===== src/rtl/sopc_data_bus_if.sv =====
// Bus bundle between the CPU data port, the data-side interconnect and its slaves.
// master: the interconnect's view; slave: the CPU and slave devices around it.
interface sopc_data_bus_if #(
  parameter int unsigned NUM_SLAVES = 4,
  parameter int unsigned ADDR_W     = 32,
  parameter int unsigned DATA_W     = 32
);
  localparam int unsigned SEL_W = DATA_W / 8;

  logic                         m_ce_i;
  logic                         m_we_i;
  logic [ADDR_W-1:0]            m_addr_i;
  logic [SEL_W-1:0]             m_sel_i;
  logic [DATA_W-1:0]            m_wdata_i;
  logic [DATA_W-1:0]            m_rdata_o;
  logic                         m_stall_o;
  logic                         m_err_o;
  logic [NUM_SLAVES-1:0]        s_ce_o;
  logic                         s_we_o;
  logic [ADDR_W-1:0]            s_addr_o;
  logic [SEL_W-1:0]             s_sel_o;
  logic [DATA_W-1:0]            s_wdata_o;
  logic [NUM_SLAVES*DATA_W-1:0] s_rdata_i;
  logic [NUM_SLAVES-1:0]        s_ack_i;

  modport master (
    input  m_ce_i, m_we_i, m_addr_i, m_sel_i, m_wdata_i, s_rdata_i, s_ack_i,
    output m_rdata_o, m_stall_o, m_err_o, s_ce_o, s_we_o, s_addr_o, s_sel_o, s_wdata_o
  );

  modport slave (
    output m_ce_i, m_we_i, m_addr_i, m_sel_i, m_wdata_i, s_rdata_i, s_ack_i,
    input  m_rdata_o, m_stall_o, m_err_o, s_ce_o, s_we_o, s_addr_o, s_sel_o, s_wdata_o
  );
endinterface


===== src/rtl/sopc_data_bus.sv =====
// Data-side interconnect: decodes CPU accesses onto base/mask slave windows, waits
// for the selected slave's ack, and reports unmapped or timed-out accesses as errors.
module sopc_data_bus #(
  parameter int unsigned NUM_SLAVES = 4,
  parameter int unsigned ADDR_W     = 32,
  parameter int unsigned DATA_W     = 32,
  parameter logic [NUM_SLAVES*ADDR_W-1:0] SLAVE_BASE =
    {32'h1000_0000, 32'h0000_4000, 32'h0000_2000, 32'h0000_0000},
  parameter logic [NUM_SLAVES*ADDR_W-1:0] SLAVE_MASK =
    {32'hF000_0000, 32'hFFFF_F000, 32'hFFFF_F000, 32'hFFFF_E000},
  parameter int unsigned TIMEOUT    = 15,
  parameter int unsigned TO_W       = 4
) (
  input  logic               clk,
  input  logic               rst,
  sopc_data_bus_if.master    bus
);

  typedef enum logic [1:0] {IDLE, ACCESS, DONE} state_t;

  state_t                state;
  logic [TO_W-1:0]       cnt;
  logic [NUM_SLAVES-1:0] match;
  logic [NUM_SLAVES-1:0] hit_onehot;
  logic                  hit_any;
  logic                  ack_sel;
  logic [DATA_W-1:0]     rdata_masked [NUM_SLAVES];
  logic [DATA_W-1:0]     rdata_sel;

  // Window match per slave; the selected slave's read data is AND-OR muxed by s_ce_o.
  for (genvar k = 0; k < NUM_SLAVES; k++) begin : g_slave
    assign match[k] = bus.m_ce_i &
      ((bus.m_addr_i & SLAVE_MASK[k*ADDR_W +: ADDR_W]) == SLAVE_BASE[k*ADDR_W +: ADDR_W]);
    assign rdata_masked[k] = bus.s_rdata_i[k*DATA_W +: DATA_W] & {DATA_W{bus.s_ce_o[k]}};
  end

  // Isolating the lowest set bit gives lowest-index priority for overlapping windows.
  assign hit_onehot = match & (~match + NUM_SLAVES'(1));
  assign hit_any    = |match;
  assign ack_sel    = |(bus.s_ack_i & bus.s_ce_o);

  always_comb begin
    rdata_sel = '0;
    for (int k = 0; k < NUM_SLAVES; k++) begin
      rdata_sel = rdata_sel | rdata_masked[k];
    end
  end

  assign bus.m_stall_o = (state == ACCESS) || ((state == IDLE) && bus.m_ce_i);

  always_ff @(posedge clk) begin
    if (rst) begin
      state         <= IDLE;
      cnt           <= '0;
      bus.s_ce_o    <= '0;
      bus.s_we_o    <= 1'b0;
      bus.s_addr_o  <= '0;
      bus.s_sel_o   <= '0;
      bus.s_wdata_o <= '0;
      bus.m_rdata_o <= '0;
      bus.m_err_o   <= 1'b0;
    end else begin
      bus.m_err_o <= 1'b0;
      unique case (state)
        IDLE: begin
          if (bus.m_ce_i) begin
            if (hit_any) begin
              bus.s_we_o    <= bus.m_we_i;
              bus.s_addr_o  <= bus.m_addr_i;
              bus.s_sel_o   <= bus.m_sel_i;
              bus.s_wdata_o <= bus.m_wdata_i;
              bus.s_ce_o    <= hit_onehot;
              cnt           <= '0;
              state         <= ACCESS;
            end else begin
              bus.m_err_o <= 1'b1;
              state       <= DONE;
            end
          end
        end
        ACCESS: begin
          // An ack arriving on the timeout cycle still completes the access cleanly.
          if (ack_sel) begin
            bus.m_rdata_o <= rdata_sel;
            bus.s_ce_o    <= '0;
            state         <= DONE;
          end else if (cnt == TO_W'(TIMEOUT)) begin
            bus.m_rdata_o <= '0;
            bus.s_ce_o    <= '0;
            bus.m_err_o   <= 1'b1;
            state         <= DONE;
          end else begin
            cnt <= cnt + TO_W'(1);
          end
        end
        DONE: begin
          state <= IDLE;
        end
        default: begin
          state <= IDLE;
        end
      endcase
    end
  end

  a_ce_onehot: assert property (@(posedge clk) disable iff (rst) $onehot0(bus.s_ce_o));
  a_ce_access: assert property (@(posedge clk) disable iff (rst)
                                ((state == ACCESS) == (bus.s_ce_o != '0)));

endmodule


===== src/flat_wrapper.sv =====
// flat-port wrapper written by rule: the top's interface ports become plain ports
module sopc_data_bus_flat 
#(
  parameter int unsigned NUM_SLAVES = 4,
  parameter int unsigned ADDR_W     = 32,
  parameter int unsigned DATA_W     = 32,
  parameter logic [NUM_SLAVES*ADDR_W-1:0] SLAVE_BASE =
    {32'h1000_0000, 32'h0000_4000, 32'h0000_2000, 32'h0000_0000},
  parameter logic [NUM_SLAVES*ADDR_W-1:0] SLAVE_MASK =
    {32'hF000_0000, 32'hFFFF_F000, 32'hFFFF_F000, 32'hFFFF_E000},
  parameter int unsigned TIMEOUT    = 15,
  parameter int unsigned TO_W       = 4
)
  (clk, rst, bus_m_ce_i, bus_m_we_i, bus_m_addr_i, bus_m_sel_i, bus_m_wdata_i, bus_s_rdata_i, bus_s_ack_i, bus_m_rdata_o, bus_m_stall_o, bus_m_err_o, bus_s_ce_o, bus_s_we_o, bus_s_addr_o, bus_s_sel_o, bus_s_wdata_o);
  sopc_data_bus_if #(.NUM_SLAVES(NUM_SLAVES), .ADDR_W(ADDR_W), .DATA_W(DATA_W)) bus_i ();
  input  logic clk;
  input  logic rst;
  input wire logic [$bits(bus_i.m_ce_i)-1:0] bus_m_ce_i;
  input wire logic [$bits(bus_i.m_we_i)-1:0] bus_m_we_i;
  input wire logic [$bits(bus_i.m_addr_i)-1:0] bus_m_addr_i;
  input wire logic [$bits(bus_i.m_sel_i)-1:0] bus_m_sel_i;
  input wire logic [$bits(bus_i.m_wdata_i)-1:0] bus_m_wdata_i;
  input wire logic [$bits(bus_i.s_rdata_i)-1:0] bus_s_rdata_i;
  input wire logic [$bits(bus_i.s_ack_i)-1:0] bus_s_ack_i;
  output wire logic [$bits(bus_i.m_rdata_o)-1:0] bus_m_rdata_o;
  output wire logic [$bits(bus_i.m_stall_o)-1:0] bus_m_stall_o;
  output wire logic [$bits(bus_i.m_err_o)-1:0] bus_m_err_o;
  output wire logic [$bits(bus_i.s_ce_o)-1:0] bus_s_ce_o;
  output wire logic [$bits(bus_i.s_we_o)-1:0] bus_s_we_o;
  output wire logic [$bits(bus_i.s_addr_o)-1:0] bus_s_addr_o;
  output wire logic [$bits(bus_i.s_sel_o)-1:0] bus_s_sel_o;
  output wire logic [$bits(bus_i.s_wdata_o)-1:0] bus_s_wdata_o;
  assign bus_i.m_ce_i = bus_m_ce_i;
  assign bus_i.m_we_i = bus_m_we_i;
  assign bus_i.m_addr_i = bus_m_addr_i;
  assign bus_i.m_sel_i = bus_m_sel_i;
  assign bus_i.m_wdata_i = bus_m_wdata_i;
  assign bus_i.s_rdata_i = bus_s_rdata_i;
  assign bus_i.s_ack_i = bus_s_ack_i;
  assign bus_m_rdata_o = bus_i.m_rdata_o;
  assign bus_m_stall_o = bus_i.m_stall_o;
  assign bus_m_err_o = bus_i.m_err_o;
  assign bus_s_ce_o = bus_i.s_ce_o;
  assign bus_s_we_o = bus_i.s_we_o;
  assign bus_s_addr_o = bus_i.s_addr_o;
  assign bus_s_sel_o = bus_i.s_sel_o;
  assign bus_s_wdata_o = bus_i.s_wdata_o;
  sopc_data_bus #(.NUM_SLAVES(NUM_SLAVES), .ADDR_W(ADDR_W), .DATA_W(DATA_W), .SLAVE_BASE(SLAVE_BASE), .SLAVE_MASK(SLAVE_MASK), .TIMEOUT(TIMEOUT), .TO_W(TO_W)) u_core (.clk(clk), .rst(rst), .bus(bus_i));
endmodule

===== config.mk =====
export PLATFORM = sky130hd
export DESIGN_NAME = sopc_data_bus_flat
export DESIGN_NICKNAME = d
export VERILOG_FILES = /design/src/rtl/sopc_data_bus_if.sv /design/src/rtl/sopc_data_bus.sv /design/src/flat_wrapper.sv
export SDC_FILE = /design/constraint.sdc
export NUM_CORES = 1
export LEC_CHECK = 0
export ABC_AREA = 1
export ABC_CLOCK_PERIOD_IN_PS = 3000
export CELL_PAD_IN_SITES_DETAIL_PLACEMENT = 1
export CELL_PAD_IN_SITES_GLOBAL_PLACEMENT = 1
export CORE_ASPECT_RATIO = 1.5
export CORE_MARGIN = 10
export CORE_UTILIZATION = 26
export DETAILED_ROUTE_END_ITERATION = 6
export PLACE_DENSITY_LB_ADDON = 0.2
export REMOVE_ABC_BUFFERS = 1
export SYNTH_ARGS = -nofsm -noshare
export SYNTH_HDL_FRONTEND = slang
export SYNTH_SLANG_ARGS = --single-unit

===== constraint.sdc =====
create_clock -name clk -period 3 [get_ports clk]
set_clock_uncertainty 0.05 [all_clocks]
set_input_delay 0.45 -clock clk [delete_from_list [all_inputs] [get_ports clk]]
set_output_delay 0.45 -clock clk [all_outputs]
set_load 0.1 [all_outputs]

==> out/metrics.yaml <==
outcome:
  outcome: "completed"
critical_path:
  crit_type: "reg2out"
  rrSetupSlack_ps: 970
  slowest_stage: "nor2_2"
  endpoint_kind: "primary output"
  cp.required_ps: 2500
  worst-path-max-fanout: 13
  slowest_delay_ps: 410
  crit_top_cell: "inv_1"
  r2r-start: "u_core.state[0]"
  critPathLaunchType: "flip-flop"
  ff2ff_path_depth: 7
  arrival_ps: 1850
  crit_chain: "inv_1, nor2_2, inv_1, nand2_1, buf_12"
  reg2reg_to: "u_core.bus.m_rdata_o[16]"
yosys:
  ys_ff_latch: 112
  yosysWarnings: 0
  synth_area_leaders: "dfxtp_1 44%, nand2_1 20%, a21oi_1 11%"
  postSynthCellCount: 733
  synth.cell_area_sq_um: 5064
  synth.distinct_cells: 24
  synth_top_area_share_pct: 44.28
  synth_seq_area_share_pct: 44.28
  synth_top_area_cell: "dfxtp_1"
  avgSynthCellArea_sq_um: 6.908
pwr:
  finalPower_mw: 3.329
  irDropWorstVdd_mv: 0.2936
  pwr_density_cell_nw_per_um2: 395.5
  p_leak_nw: 3.229
global_routing:
  grt-ovfl-total: 0
  grt_max_degree: 75
  grt.total_usage_pct: 17.21
  grt_pass1_vias: 6362
  grt_pass1_wl_microns: 35450
  grt_antenna_before_repair: 0
drt:
  wl_per_cell_microns: 18.13
  drtPass1Iterations: 4
  ant_nets: 0
  vias: 6024
  drt_wl_total_microns: 23100
  drc_errors: 0
  drt_iter0_drc: 213
  routed_via_density: 4.728
finish:
  layout-drive-gt1-share_pct: 14.73
  layout.nets: 1218
  design_area_sq_um: 8418
  fill_cells: 2416
  syn2layout_area_growth_pct: 66.25
  n_antenna_cell: 0
  multi_input_area_sq_um: 2502
  stdcell_count: 1274
  seq_area_sq_um: 2242
timing:
  finalHoldViolCount: 0
  min_period_ps: 2351
  finalSetupViolations: 0
  tightest_slew_ps: 543.8
  slew_headroom_pct: 63.50
  rsz0062_at_grt: "no"
  period_share_pct: 78.36
  fmax_ghz: 0.4254
  fin_ws_ps: 649.2
  drv_slew: 0
  tns_ps: 0
clock_network:
  cts_buffers: 9
  cts_hold_buf: 0
  clock_insertion_delay_worst_skew_ps: 350
  cts_buffer_depth: 2
  cts_setup_buffers: 0
  clock-root-buffer: "clkbuf_16"
  cts.htree.levels: 3
  postCtsResizedCells: 0
  cts.sinks: 112
  cts_tree: "done"
  clk_pin_slew_worst_paths_ps: 80
min_path:
  worst_hold_path.num_cells: 2
  hold_start: "u_core.bus.s_addr_o[29]"
  holdPathEnd: "u_core.bus.s_addr_o[29]"
  hold_path.class: "reg2reg"
placed_design:
  dp_hpwl_microns: 18000
  routabilityCongestion: 0.7521
  dp_slack_ps: 433.3
  place_area_sq_um: 8118
  dp.cells: 1258
  port_buffers: 310
die:
  initial_utilization_pct: 26.43
  core-area_sq_um: 19160
  row_count: 62
  die_height_microns: 190.9
  die_w_microns: 133.9
  dieArea_sq_um: 25570
  ios: 311
run:
  maxCapViolCount: 0
==> power by group <==
group / internal (mW) / switching (mW)
logic: 0.304 / 0.303
registers: 1.50 / 0.0118
clock network: 0.592 / 0.616
==> cells by family after synthesis <==
kind of cell / Yosys count / share of synthesized area [%]
buffers and inverters: 69 / 6.449
adders and majority gates: 1 / 0.2471
DFF: 112 / 44.28
and+or+nand+nor: 424 / 35.58
AOI/OAI and AO/OA: 127 / 13.44
==> layout make-up <==
cell class / count / area share, %
clock buffers: 9 / 2.675
clock inverters: 7 / 0.8918
inverters: 14 / 0.6243
multi-input cells: 552 / 29.73
flip-flops and latches: 112 / 26.63
well taps: 256 / 3.805
repair buffers: 324 / 35.64
==> cells in the final DEF, fill, tap and decap left out, types with 2 or more instances in the layout <==
cell type        netlist  final
inv_1                 14     14
nand2_4                2      2
buf_12                 0      5
a221oi_1               7      7
clkdlybuf4s50_1        0    202
a21oi_1              109    109
nor2_2                 6      6
nand3_1               79     79
nand2_2                2      2
dfxtp_1              112    112
nand4_1               27     27
clkinv_8               0      2
nand2_1              273    273
o21ai_0                2      2
clkbuf_16              0      9
inv_6                  0      2
and2_1                 2      2
buf_4                  4    117
nor2_1                31     30
a211oi_1               7      7
==> routing by layer <==
layer | global-route usage (%) | up-vias | routed length (microns)
met5 | 0 | - | 0
met4 | 3.862 | 0 | 333
met3 | 8.119 | 13 | 2635
met2 | 28.69 | 252 | 10720
met1 | 19.58 | 2770 | 9410
li1 | - | 2989 | -
==> how the worst max path moves through the flow <==
stage | cells past startpoint | end | start | slack [ps]
after floorplan | 3 | bus_m_stall_o | u_core.state[1] | -230
after global routing | 5 | bus_m_stall_o | u_core.state[0] | 460
after detailed placement | 11 | u_core.bus.s_wdata_o[14] | bus_m_addr_i[17] | 430
after CTS | 5 | bus_m_stall_o | u_core.state[0] | 570
final | 5 | bus_m_stall_o | u_core.state[0] | 650
after global placement | 11 | u_core.bus.s_addr_o[13] | bus_m_addr_i[17] | 490
==> flip-flops by register name, indices dropped and copies added, names as in the netlist <==
name,flops
u_core.bus.m_err_o,1
u_core.bus.m_rdata_o,32
u_core.bus.s_addr_o,32
u_core.bus.s_ce_o,4
u_core.bus.s_sel_o,4
u_core.bus.s_wdata_o,32
u_core.bus.s_we_o,1
u_core.cnt,4
u_core.state,2
==> stage by stage <==
stage	utilization, %	hold WS [ps]
after floorplan	-	428.3
after global routing	43.93	429.5
final	43.93	390.3
after CTS	43.93	396.6
after detailed placement	42.37	382.6
after global placement	42.37	379.1
==> cells in the mapped netlist <==
cell type  instances
dfxtp_1          112
nand2_2            2
a221oi_1           7
inv_1             14
buf_4              4
nand3_1           79
buf_6              4
a21oi_1          109
buf_2             18
nor2_1            31
nand2_1          273
or2_2              1
buf_1              3
nor3_1             1
ha_1               1
nand4_1           27
a211oi_1           7
o22ai_1            1
o21ai_0            2
o21ai_1            1
and2_1             2
nand2_4            2
clkbuf_1          26
nor2_2             6
==> worst max-delay path, delay by kind of cell (launching register included) <==
| family | cells | cell delay, ps |
|---|---|---|
| simple gates | 2 | 590 |
| buf+inv | 3 | 540 |
| flops | 1 | 380 |
No activity file was read; power rests on OpenSTA's default activity.
